### src/rtl/ram_stream_pkg.sv
// Shared types and constants for the RAM word streamer and its byte serializer.
package ram_stream_pkg;

    typedef enum logic [2:0] {
        S_IDLE,
        S_ISSUE,
        S_WAIT,
        S_UNPACK,
        S_FINISH
    } stream_state_t;

    localparam int unsigned BYTES_PER_WORD = 4;
    localparam int unsigned BYTE_W         = 8;

endpackage

### src/rtl/word_serializer.sv
// Word serializer: loads one RAM word and shifts it out as bytes on a
// valid/ready stream, least-significant byte first. Flags the last byte.
module word_serializer
    import ram_stream_pkg::*;
#(
    parameter int unsigned DATA_W = 32
) (
    input  logic              clk,
    input  logic              rst,
    input  logic              load,
    input  logic [DATA_W-1:0] load_data,
    input  logic              ready,
    output logic              valid,
    output logic [BYTE_W-1:0] data,
    output logic              last,
    output logic              fire
);

    logic [DATA_W-1:0] shift_q, shift_d;
    logic [1:0]        idx_q, idx_d;
    logic              valid_q, valid_d;

    // Load a fresh word, or advance one byte on each accepted handshake.
    always_comb begin
        shift_d = shift_q;
        idx_d   = idx_q;
        valid_d = valid_q;
        if (load) begin
            shift_d = load_data;
            idx_d   = '0;
            valid_d = 1'b1;
        end else if (valid_q && ready) begin
            shift_d = shift_q >> BYTE_W;
            idx_d   = idx_q + 2'd1;
            if (idx_q == 2'(BYTES_PER_WORD - 1)) begin
                valid_d = 1'b0;
            end
        end
    end

    // Shift register, byte index and valid flag.
    always_ff @(posedge clk or negedge rst) begin
        if (!rst) begin
            shift_q <= '0;
            idx_q   <= '0;
            valid_q <= 1'b0;
        end else begin
            shift_q <= shift_d;
            idx_q   <= idx_d;
            valid_q <= valid_d;
        end
    end

    assign valid = valid_q;
    assign data  = shift_q[BYTE_W-1:0];
    assign last  = valid_q && (idx_q == 2'(BYTES_PER_WORD - 1));
    assign fire  = valid_q && ready;

endmodule

### src/rtl/ram_word_streamer.sv
// RAM word streamer: reads word_count consecutive words from base_addr, one
// word in flight at a time, and emits each as 4 little-endian bytes.
// Optional feature macro STREAM_CHECKSUM_EN adds a 16-bit running byte sum
// output (checksum), cleared on each accepted start.
module ram_word_streamer
    import ram_stream_pkg::*;
#(
    parameter int unsigned ADDR_W = 16,
    parameter int unsigned DATA_W = 32,
    parameter int unsigned RD_LAT = 2
) (
    input  logic              clk,
    input  logic              rst,
    input  logic              start,
    input  logic [ADDR_W-1:0] base_addr,
    input  logic [ADDR_W-1:0] word_count,
    output logic [ADDR_W-1:0] mem_addr,
    input  logic [DATA_W-1:0] mem_rdata,
    output logic              byte_valid,
    output logic [BYTE_W-1:0] byte_data,
    input  logic              byte_ready,
    output logic              busy,
`ifdef STREAM_CHECKSUM_EN
    output logic [15:0]       checksum,
`endif
    output logic              done
);

    // WAIT spans RD_LAT cycles so the capture edge sees data for the address
    // that was already on mem_addr during ISSUE.
    localparam logic [1:0] WAIT_LAST = 2'(RD_LAT - 1);

    stream_state_t     state_q, state_d;
    logic [ADDR_W-1:0] addr_q, addr_d;
    logic [ADDR_W-1:0] words_left_q, words_left_d;
    logic [1:0]        wait_cnt_q, wait_cnt_d;
    logic              busy_q, busy_d;
    logic              done_q, done_d;
    logic              accept;
    logic              ser_load;
    logic              ser_fire;
    logic              ser_last;
    logic [BYTE_W-1:0] ser_data;

    word_serializer #(
        .DATA_W (DATA_W)
    ) u_ser (
        .clk       (clk),
        .rst       (rst),
        .load      (ser_load),
        .load_data (mem_rdata),
        .ready     (byte_ready),
        .valid     (byte_valid),
        .data      (ser_data),
        .last      (ser_last),
        .fire      (ser_fire)
    );

    // Job sequencing: next state, address/word counters, busy and done.
    always_comb begin
        state_d      = state_q;
        addr_d       = addr_q;
        words_left_d = words_left_q;
        wait_cnt_d   = wait_cnt_q;
        busy_d       = busy_q;
        done_d       = 1'b0;
        ser_load     = 1'b0;
        accept       = 1'b0;
        unique case (state_q)
            S_IDLE: begin
                // done_q high means the previous job is still signalling
                // completion; a start in that cycle is dropped.
                if (start && !done_q) begin
                    accept       = 1'b1;
                    addr_d       = base_addr;
                    words_left_d = word_count;
                    busy_d       = 1'b1;
                    state_d      = (word_count == '0) ? S_FINISH : S_ISSUE;
                end
            end
            S_ISSUE: begin
                wait_cnt_d = '0;
                state_d    = S_WAIT;
            end
            S_WAIT: begin
                if (wait_cnt_q == WAIT_LAST) begin
                    ser_load = 1'b1;
                    state_d  = S_UNPACK;
                end else begin
                    wait_cnt_d = wait_cnt_q + 2'd1;
                end
            end
            S_UNPACK: begin
                if (ser_fire && ser_last) begin
                    if (words_left_q > ADDR_W'(1)) begin
                        words_left_d = words_left_q - ADDR_W'(1);
                        addr_d       = addr_q + ADDR_W'(1);
                        state_d      = S_ISSUE;
                    end else begin
                        state_d = S_FINISH;
                    end
                end
            end
            S_FINISH: begin
                done_d  = 1'b1;
                busy_d  = 1'b0;
                state_d = S_IDLE;
            end
            default: state_d = S_IDLE;
        endcase
    end

    // Sequencer registers.
    always_ff @(posedge clk or negedge rst) begin
        if (!rst) begin
            state_q      <= S_IDLE;
            addr_q       <= '0;
            words_left_q <= '0;
            wait_cnt_q   <= '0;
            busy_q       <= 1'b0;
            done_q       <= 1'b0;
        end else begin
            state_q      <= state_d;
            addr_q       <= addr_d;
            words_left_q <= words_left_d;
            wait_cnt_q   <= wait_cnt_d;
            busy_q       <= busy_d;
            done_q       <= done_d;
        end
    end

    assign mem_addr  = addr_q;
    assign byte_data = ser_data;
    assign busy      = busy_q;
    assign done      = done_q;

`ifdef STREAM_CHECKSUM_EN
    logic [15:0] cksum_q, cksum_d;

    // Running byte sum, restarted on each accepted job.
    always_comb begin
        cksum_d = cksum_q;
        if (accept) begin
            cksum_d = '0;
        end else if (ser_fire) begin
            cksum_d = cksum_q + {{(16 - BYTE_W){1'b0}}, ser_data};
        end
    end

    // Checksum register.
    always_ff @(posedge clk or negedge rst) begin
        if (!rst) begin
            cksum_q <= '0;
        end else begin
            cksum_q <= cksum_d;
        end
    end

    assign checksum = cksum_q;
`endif

endmodule

### config.mk
export PLATFORM = sky130hd
export DESIGN_NAME = ram_word_streamer
export DESIGN_NICKNAME = d
export VERILOG_FILES = /design/src/rtl/ram_stream_pkg.sv /design/src/rtl/word_serializer.sv /design/src/rtl/ram_word_streamer.sv
export SDC_FILE = /design/constraint.sdc
export NUM_CORES = 1
export LEC_CHECK = 0
export ABC_AREA = 1
export BUFFER_PORTS_ARGS = -buffer_cell sky130_fd_sc_hd__buf_4
export CAP_MARGIN = 20
export CORE_MARGIN = 1
export CORE_UTILIZATION = 50
export CTS_BUF_LIST = sky130_fd_sc_hd__clkbuf_16
export CTS_CLUSTER_DIAMETER = 60
export DETAILED_ROUTE_END_ITERATION = 10
export GPL_TIMING_DRIVEN = 0
export PLACE_DENSITY = 0.77
export SYNTH_ARGS = -nofsm -noshare
export SYNTH_HDL_FRONTEND = slang
export SYNTH_SLANG_ARGS = --single-unit
### constraint.sdc
create_clock -name clk -period 1.5 [get_ports clk]
set_input_delay 0.225 -clock clk [delete_from_list [all_inputs] [get_ports clk]]
set_output_delay 0.225 -clock clk [all_outputs]
set_load 0.05 [all_outputs]
==> results of run 1 <==
==> worst max path at each step <==
stage                          from          endpoint  slack, ns  depth (start not counted)
detailed placement  words_left_q[0]  words_left_q[13]      -0.22                         12
global route        words_left_q[1]   words_left_q[7]      -0.31                         13
finish              words_left_q[1]       mem_addr[3]      -0.24                         13
CTS                 words_left_q[1]       mem_addr[3]      -0.21                         13
floorplan               mem_addr[0]      mem_addr[10]     -0.004                         10
global placement    words_left_q[0]       mem_addr[0]      -0.20                         13
==> synth_stat cells <==
cell and number:
buf_2 10, o21ai_2 1, a21oi_4 1, clkbuf_1 5, nand3_2 1, ha_1 5
nand2_2 7, nand3_1 85, nor2_2 3, buf_6 3, o31ai_1 1, o21bai_1 1
xnor2_1 2, o21ai_0 31, a21oi_1 2, inv_2 3, nand2_1 263, o21ai_1 8
o211ai_1 1, and2_1 1, buf_1 2, nand4_1 4, a31oi_1 2, o22ai_1 1
xor2_1 3, buf_4 13, and3_1 1, dfrtp_1 74, nor2_1 59, or2_2 8
nor3_1 1, nand3b_1 4, inv_1 53
==> power by group through the flow <==
stage	sequential [W]	combinational, W	clock (W)
finish	0.00382	0.00777	0.00214
global route	0.00393	0.00858	0.00223
CTS	0.00378	0.00741	0.00213
detailed placement	0.00380	0.00697	0
global placement	0.00376	0.00680	0
floorplan	0.00432	0.00451	0
==> critical path, cell delays in order, from the launching register on <==
cell	delay (ns)
dfrtp_1	0.40
inv_2	0.12
ha_4	0.17
inv_4	0.04
nand2_2	0.06
nand2_2	0.06
nor2_2	0.11
nand2_1	0.08
nand2_2	0.11
a21oi_4	0.07
buf_12	0.14
buf_6	0.14
nand2_1	0.05
o21ai_0	0.07
==> layout by cell type (no fill, tap or decap), types with 2 or more instances in the layout <==
cell | netlist | layout
inv_2 | 3 | 5
buf_4 | 13 | 113
nor2_2 | 3 | 5
nand2_1 | 263 | 256
buf_6 | 3 | 9
ha_1 | 5 | 2
dfrtp_2 | 0 | 9
buf_2 | 10 | 8
nand4_1 | 4 | 4
or2_2 | 8 | 8
nand3_1 | 85 | 84
dfrtp_1 | 74 | 65
o21ai_1 | 8 | 12
a31oi_1 | 2 | 2
o21ai_0 | 31 | 27
clkbuf_1 | 5 | 2
buf_8 | 0 | 2
clkbuf_16 | 0 | 9
nor2_1 | 59 | 56
clkbuf_2 | 0 | 2
inv_1 | 53 | 53
nand2_2 | 7 | 13
xor2_1 | 3 | 3
ha_4 | 0 | 3
nand3b_1 | 4 | 4
xnor2_1 | 2 | 2
a21oi_1 | 2 | 2
==> flip-flops by register name (all words and copies together) (netlist names) <==
name and flops:
mem_addr 16, u_ser.valid 1, words_left_q 16, u_ser.shift_q 32, wait_cnt_q 2, busy 1, u_ser.idx_q 2, state_q 3
done 1
==> routing by layer <==
metal	global-route usage [%]	vias to the layer above	part of all wire, %
met5	0	-	0
met4	8.50	0	1.6
met3	4.62	20	6.4
met2	46.5	200	50
met1	34.0	2166	42
li1	-	2310	-
==> per-stage QoR <==
step,worst slack [ns],instance area [um^2],setup TNS [ns]
floorplan,-0.00413,4520,-0.00413
global placement,-0.195,5370,-5.65
detailed placement,-0.223,5370,-6.46
CTS,-0.214,5760,-6.31
global route,-0.310,5850,-10.86
finish,-0.238,5850,-6.87
==> logic make-up (layout without fill, tap and decap cells) <==
| group | after synthesis | count (layout) |
|---|---|---|
| simple gates | 437 | 437 |
| xor+xnor | 5 | 5 |
| fa+ha+maj | 5 | 5 |
| compound gates | 49 | 49 |
| buf+inv | 89 | 210 |
| flops | 74 | 74 |
==> area by class of cell <==
type | instances | area (um^2)
sequential | 74 | 1860
clock buffer | 9 | 225
timing repair buffer | 105 | 808
inverter | 56 | 213
clock inverter | 7 | 62.6
tap | 108 | 135
multi-input combinational | 496 | 2290
fill | 742 | 2830
buffer | 33 | 253
==> what timing repair did <==
action                     in CTS  in global routing
pin swaps                       5                  5
resized for setup              12                 32
setup endpoints to repair      54                 70
cloned                          1                  1
buffers inserted                8                  2
==> run metrics, run 1 <==
status=finished with violations; violated checks=negative setup slack; multiplexer share of the synthesized area=0%; DIE WIDTH=96.6 um; CORE AREA=around 0.0087 mm^2; Worst-Margin Slew=between 0.9 and 1 ns; CTS tree=built; WP data required=roughly 1.7 ns; die area=about 0.0093 mm^2; layout cells sized above 1=between 20% and 30%; # setup viols final=33; Slew Limit Fails=0; LEAKAGE=between 3 and 4 nW; DP Wirelength=8490 um; final non-filler cell total=888; Clock Latency Late Sink=0.33 ns; row count=34; synthesized area=approximately 0.0045 mm^2; Avg Synthesized Cell Area=6.79 um^2; power density over cell area=about 2300 mW/mm^2; die height=approximately 97 um; largest net degree at the start of global routing=75; initial antenna violation count=0; vias in the first global route=roughly 4400; Period Utilization, post-route=116%; Cells after Synth=approximately 660; total global routing overflow=0; IO Pins=95; register area share after synthesis=41.4%; clock sinks=74; post-synth top area share=41.4%; placed instance count=roughly 860; Cell variety after synth=33; TritonRoute pass-1 iters=7; Combinational Power Share=56.6%; RSZ-0062 raised after global routing=yes; Flop pwr share=between 20% and 30%; xor-xnor portion of the synthesized cell area=less than 1%; via count=~4700; Area contributors post-synth=dfrtp_1 41%, nand2_1 22%, nand3_1 9.5%; DR DRC count=0; Hold WS=between 0.02 and 0.03 ns; Max FO, Critical Path=10; CP Capture Type=flop; R2R cell count=13; DR WL/cell=13.8 um; Max Clk Rate=~580 MHz; Final Routed Wirelength=12200 um; post-synth top area cell=dfrtp_1; Hold Vio Cnt, Final=0; Clock Tree Root=clkbuf_16; post-synthesis adder-cell area fraction=1.40%; Placer Congestion=between 0.9 and 1; CP Launch Type=flop; sw frac=about half; setup ws final=-0.238 ns; Ys Warns=0; hold crit path type=input pin to async pin; Tmin final=1.74 ns; max cap viols=0; Final #Nets=around 850; Sw Pwr=0.00659 W; Int Power=just over 0.007 W; reg-to-reg setup timing slack=-0.24 ns; initial core utilization=approximately half; Slew HR=35.0%; first-pass GRT wire length=about 20000 um; Clock power frac=15.6%; initial DRC count=238; clk_skew=0.00810 ns; area delta synth->final=30.7%; Net Count, Synth=732; total power draw=0.0137 W; post-synthesis compound-gate area fraction=under 10%; critical path class=flop to flop; gr usage total=26.8%; vias per inst=~5.3; capturing point of the worst reg2reg path=mem_addr[3]; Layout Utilization=between 60% and 70%; Synth Area in Simple Gates=~41%; clock slew at reported path FFs=roughly 0.060 ns; #FFs+latches synth=74; r2r startpoint=words_left_q[1]; # diodes=0; # hold bufs at CTS=0; ANT nets after route=0; VDD IR max=1.04 mV; clock buffer depth=2; largest family of logic cells by synthesized area=simple AND/OR/NAND/NOR gates; port bufs=94; Worst Path Arrival=slightly below 2 ns; Max H-tree Level=3; number of buffers created by CTS=9
No activity file was read; power rests on OpenSTA's default activity.
==> run 2: changes to the inputs <==
--- a/config.mk
+++ b/config.mk
@@ -7,14 +7,13 @@
 export LEC_CHECK = 0
 export ABC_AREA = 1
 export BUFFER_PORTS_ARGS = -buffer_cell sky130_fd_sc_hd__buf_4
-export CAP_MARGIN = 20
 export CORE_MARGIN = 1
-export CORE_UTILIZATION = 50
+export CORE_UTILIZATION = 55
 export CTS_BUF_LIST = sky130_fd_sc_hd__clkbuf_16
 export CTS_CLUSTER_DIAMETER = 60
 export DETAILED_ROUTE_END_ITERATION = 10
 export GPL_TIMING_DRIVEN = 0
-export PLACE_DENSITY = 0.77
+export PLACE_DENSITY = 0.8
 export SYNTH_ARGS = -nofsm -noshare
 export SYNTH_HDL_FRONTEND = slang
 export SYNTH_SLANG_ARGS = --single-unit
==> constraint.sdc (replaced) <==
create_clock -name clk -period 1.7 [get_ports clk]
set_input_delay 0.255 -clock clk [delete_from_list [all_inputs] [get_ports clk]]
set_output_delay 0.255 -clock clk [all_outputs]
set_load 0.05 [all_outputs]
==> run metrics, run 2 (synthesis gave the netlist of run 1 again) <==
max cap viols=0 (unchanged); capturing point of the worst reg2reg path=mem_addr[5] (was mem_addr[3]); CP Launch Type=flop (unchanged); # setup viols final=6 (was 33); row count=32 (was 34); clock buffer depth=2 (unchanged); final design area excluding fillers=0.00609 mm^2 (was 0.00585 mm^2); Placer Congestion=0.903 (was 0.907); IO Pins=95 (unchanged); Clock Latency Late Sink=0.33 ns (about the same); # hold bufs at CTS=0 (unchanged); Slew HR=35.8% (was 35.0%); die area=0.00850 mm^2 (was 0.00934 mm^2); CORE AREA=0.00781 mm^2 (was 0.00868 mm^2); max FFs per register=32 (unchanged); Max Clk Rate=583 MHz (was 575 MHz); metal3 WL=842 um (was 780 um); Most flops, register=u_ser.shift_q (unchanged); layout cells sized above 1=29.1% (was 25.4%); initial antenna violation count=0 (unchanged); Worst Path Arrival=1.98 ns (was 1.94 ns); area delta synth->final=35.9% (was 30.7%); Clock Tree Root=clkbuf_16 (unchanged); port bufs=94 (unchanged); commonest non-fill, non-tap cell in the layout=nand2_1 (unchanged); Max FO, Critical Path=5 (was 10); met1 wire length=5200 um (was 5180 um); total power draw=0.0132 W (was 0.0137 W); ANT nets after route=0 (unchanged); vias in the first global route=4399 (was 4389); die height=92.2 um (was 96.6 um); Hold Vio Cnt, Final=0 (unchanged); most frequent cells in the layout=229 x nand2_1, 110 x buf_4, 79 x nand3_1 (was 256 x nand2_1, 113 x buf_4, 84 x nand3_1); # diodes=0 (unchanged); reg-to-reg setup timing slack=-0.01 ns (was -0.24 ns); vias per inst=5.49 (was 5.29); Max H-tree Level=3 (unchanged); clk_skew=0.00595 ns (was 0.00810 ns); total negative slack=-0.0410 ns (was -6.87 ns); TritonRoute pass-1 iters=5 (was 7); VDD IR max=0.899 mV (was 1.04 mV); Layout Utilization=77.9% (was 67.4%); Tmin final=1.71 ns (was 1.74 ns); critical path class=flop to flop (unchanged); DP Wirelength=8500 um (was 8490 um); DR DRC count=0 (unchanged); Final Routed Wirelength=13100 um (was 12200 um); Placed Area=0.00531 mm^2 (was 0.00537 mm^2); r2r startpoint=words_left_q[0] (was words_left_q[1]); met2 wire length=6710 um (was 6090 um); setup ws final=-0.0141 ns (was -0.238 ns); Slew Limit Fails=0 (unchanged); violated checks=negative setup slack (unchanged); power density over cell area=2170 mW/mm^2 (was 2350 mW/mm^2); initial core utilization=57.3% (was 51.6%); Period Utilization, post-route=101% (was 116%); WP data required=1.96 ns (was 1.71 ns); DR WL/cell=14.7 um (was 13.8 um); R2R cell count=13 (unchanged); initial DRC count=312 (was 238); final non-filler cell total=885 (was 888); number of buffers created by CTS=9 (unchanged); DIE WIDTH=92.2 um (was 96.6 um); clock slew at reported path FFs=0.06 ns (about the same); CTS tree=built (unchanged); total global routing overflow=0 (unchanged); first-pass GRT wire length=20100 um (was 20500 um); largest net degree at the start of global routing=75 (unchanged); hold crit path type=input pin to async pin (unchanged); Worst-Margin Slew=0.963 ns (was 0.975 ns); gr usage total=29.7% (was 26.8%); placed instance count=855 (was 861); CP Capture Type=flop (unchanged); clock sinks=74 (unchanged); top layer in use=met4 (unchanged); via count=4855 (was 4696); LEAKAGE=3.27 nW (was 3.16 nW); status=finished with violations (unchanged); Final #Nets=851 (was 848); RSZ-0062 raised after global routing=yes (unchanged)
-- run 2: per-stage QoR --
step                hold slack (ns)  worst slack, ns
floorplan                   -0.0406           0.0373
global placement              0.457           -0.156
detailed placement            0.459           -0.191
CTS                           0.115        -0.000734
global route                  0.126          -0.0916
finish                       0.0538          -0.0141
-- run 2: critical path, stage by stage, from the launching register on --
cell	delay, ns
dfrtp_2	0.41
inv_2	0.07
ha_4	0.17
inv_4	0.06
nand2_4	0.05
nand2_4	0.06
nor2_4	0.04
nand2_2	0.08
nand2_4	0.07
a21oi_4	0.20
buf_6	0.18
clkbuf_16	0.16
nand2_1	0.04
o21ai_1	0.06
-- run 2: worst max path at each step --
stage                  endpoint            start
2_1_floorplan      mem_addr[15]      u_ser.valid
3_3_place_gp       mem_addr[12]  words_left_q[0]
3_5_place_dp   words_left_q[13]  words_left_q[0]
4_1_cts        words_left_q[13]  words_left_q[0]
5_1_grt             mem_addr[5]  words_left_q[0]
6_report            mem_addr[5]  words_left_q[0]
-- run 2: cell type report --
| cell class | instances | area, um^2 |
|---|---|---|
| inverters | 56 | 213 |
| fillers | 581 | 1720 |
| well taps | 102 | 128 |
| repair buffers | 108 | 896 |
| multi-input cells | 496 | 2420 |
| flip-flops and latches | 74 | 1860 |
| clock inverters | 7 | 98.8 |
| clock buffers | 9 | 225 |
| plain buffers | 33 | 246 |
-- run 2: where the power goes --
group / switching, W / leakage (nW) / total, W / internal [W]
Combinational: 0.00475 / 2.18 / 0.00778 / 0.00303
Sequential: 0.000789 / 0.932 / 0.00336 / 0.00257
Clock: 0.000794 / 0.158 / 0.00209 / 0.00130
Total: 0.00633 / 3.27 / 0.0132 / 0.00690
-- run 2: timing repair --
| action | in CTS | in global routing |
|---|---|---|
| gates cloned | 2 | 4 |
| gates resized for setup | 12 | 76 |
| setup buffers | 5 | 5 |
| setup endpoints to repair | 33 | 44 |
| pin swaps | 1 | 21 |
-- run 2: layer usage --
layer  track usage (%)  vias up
met1              37.2     2280
met5                 0        -
met4              7.03        0
li1                  -     2317
met2              52.8      223
met3              5.47       35
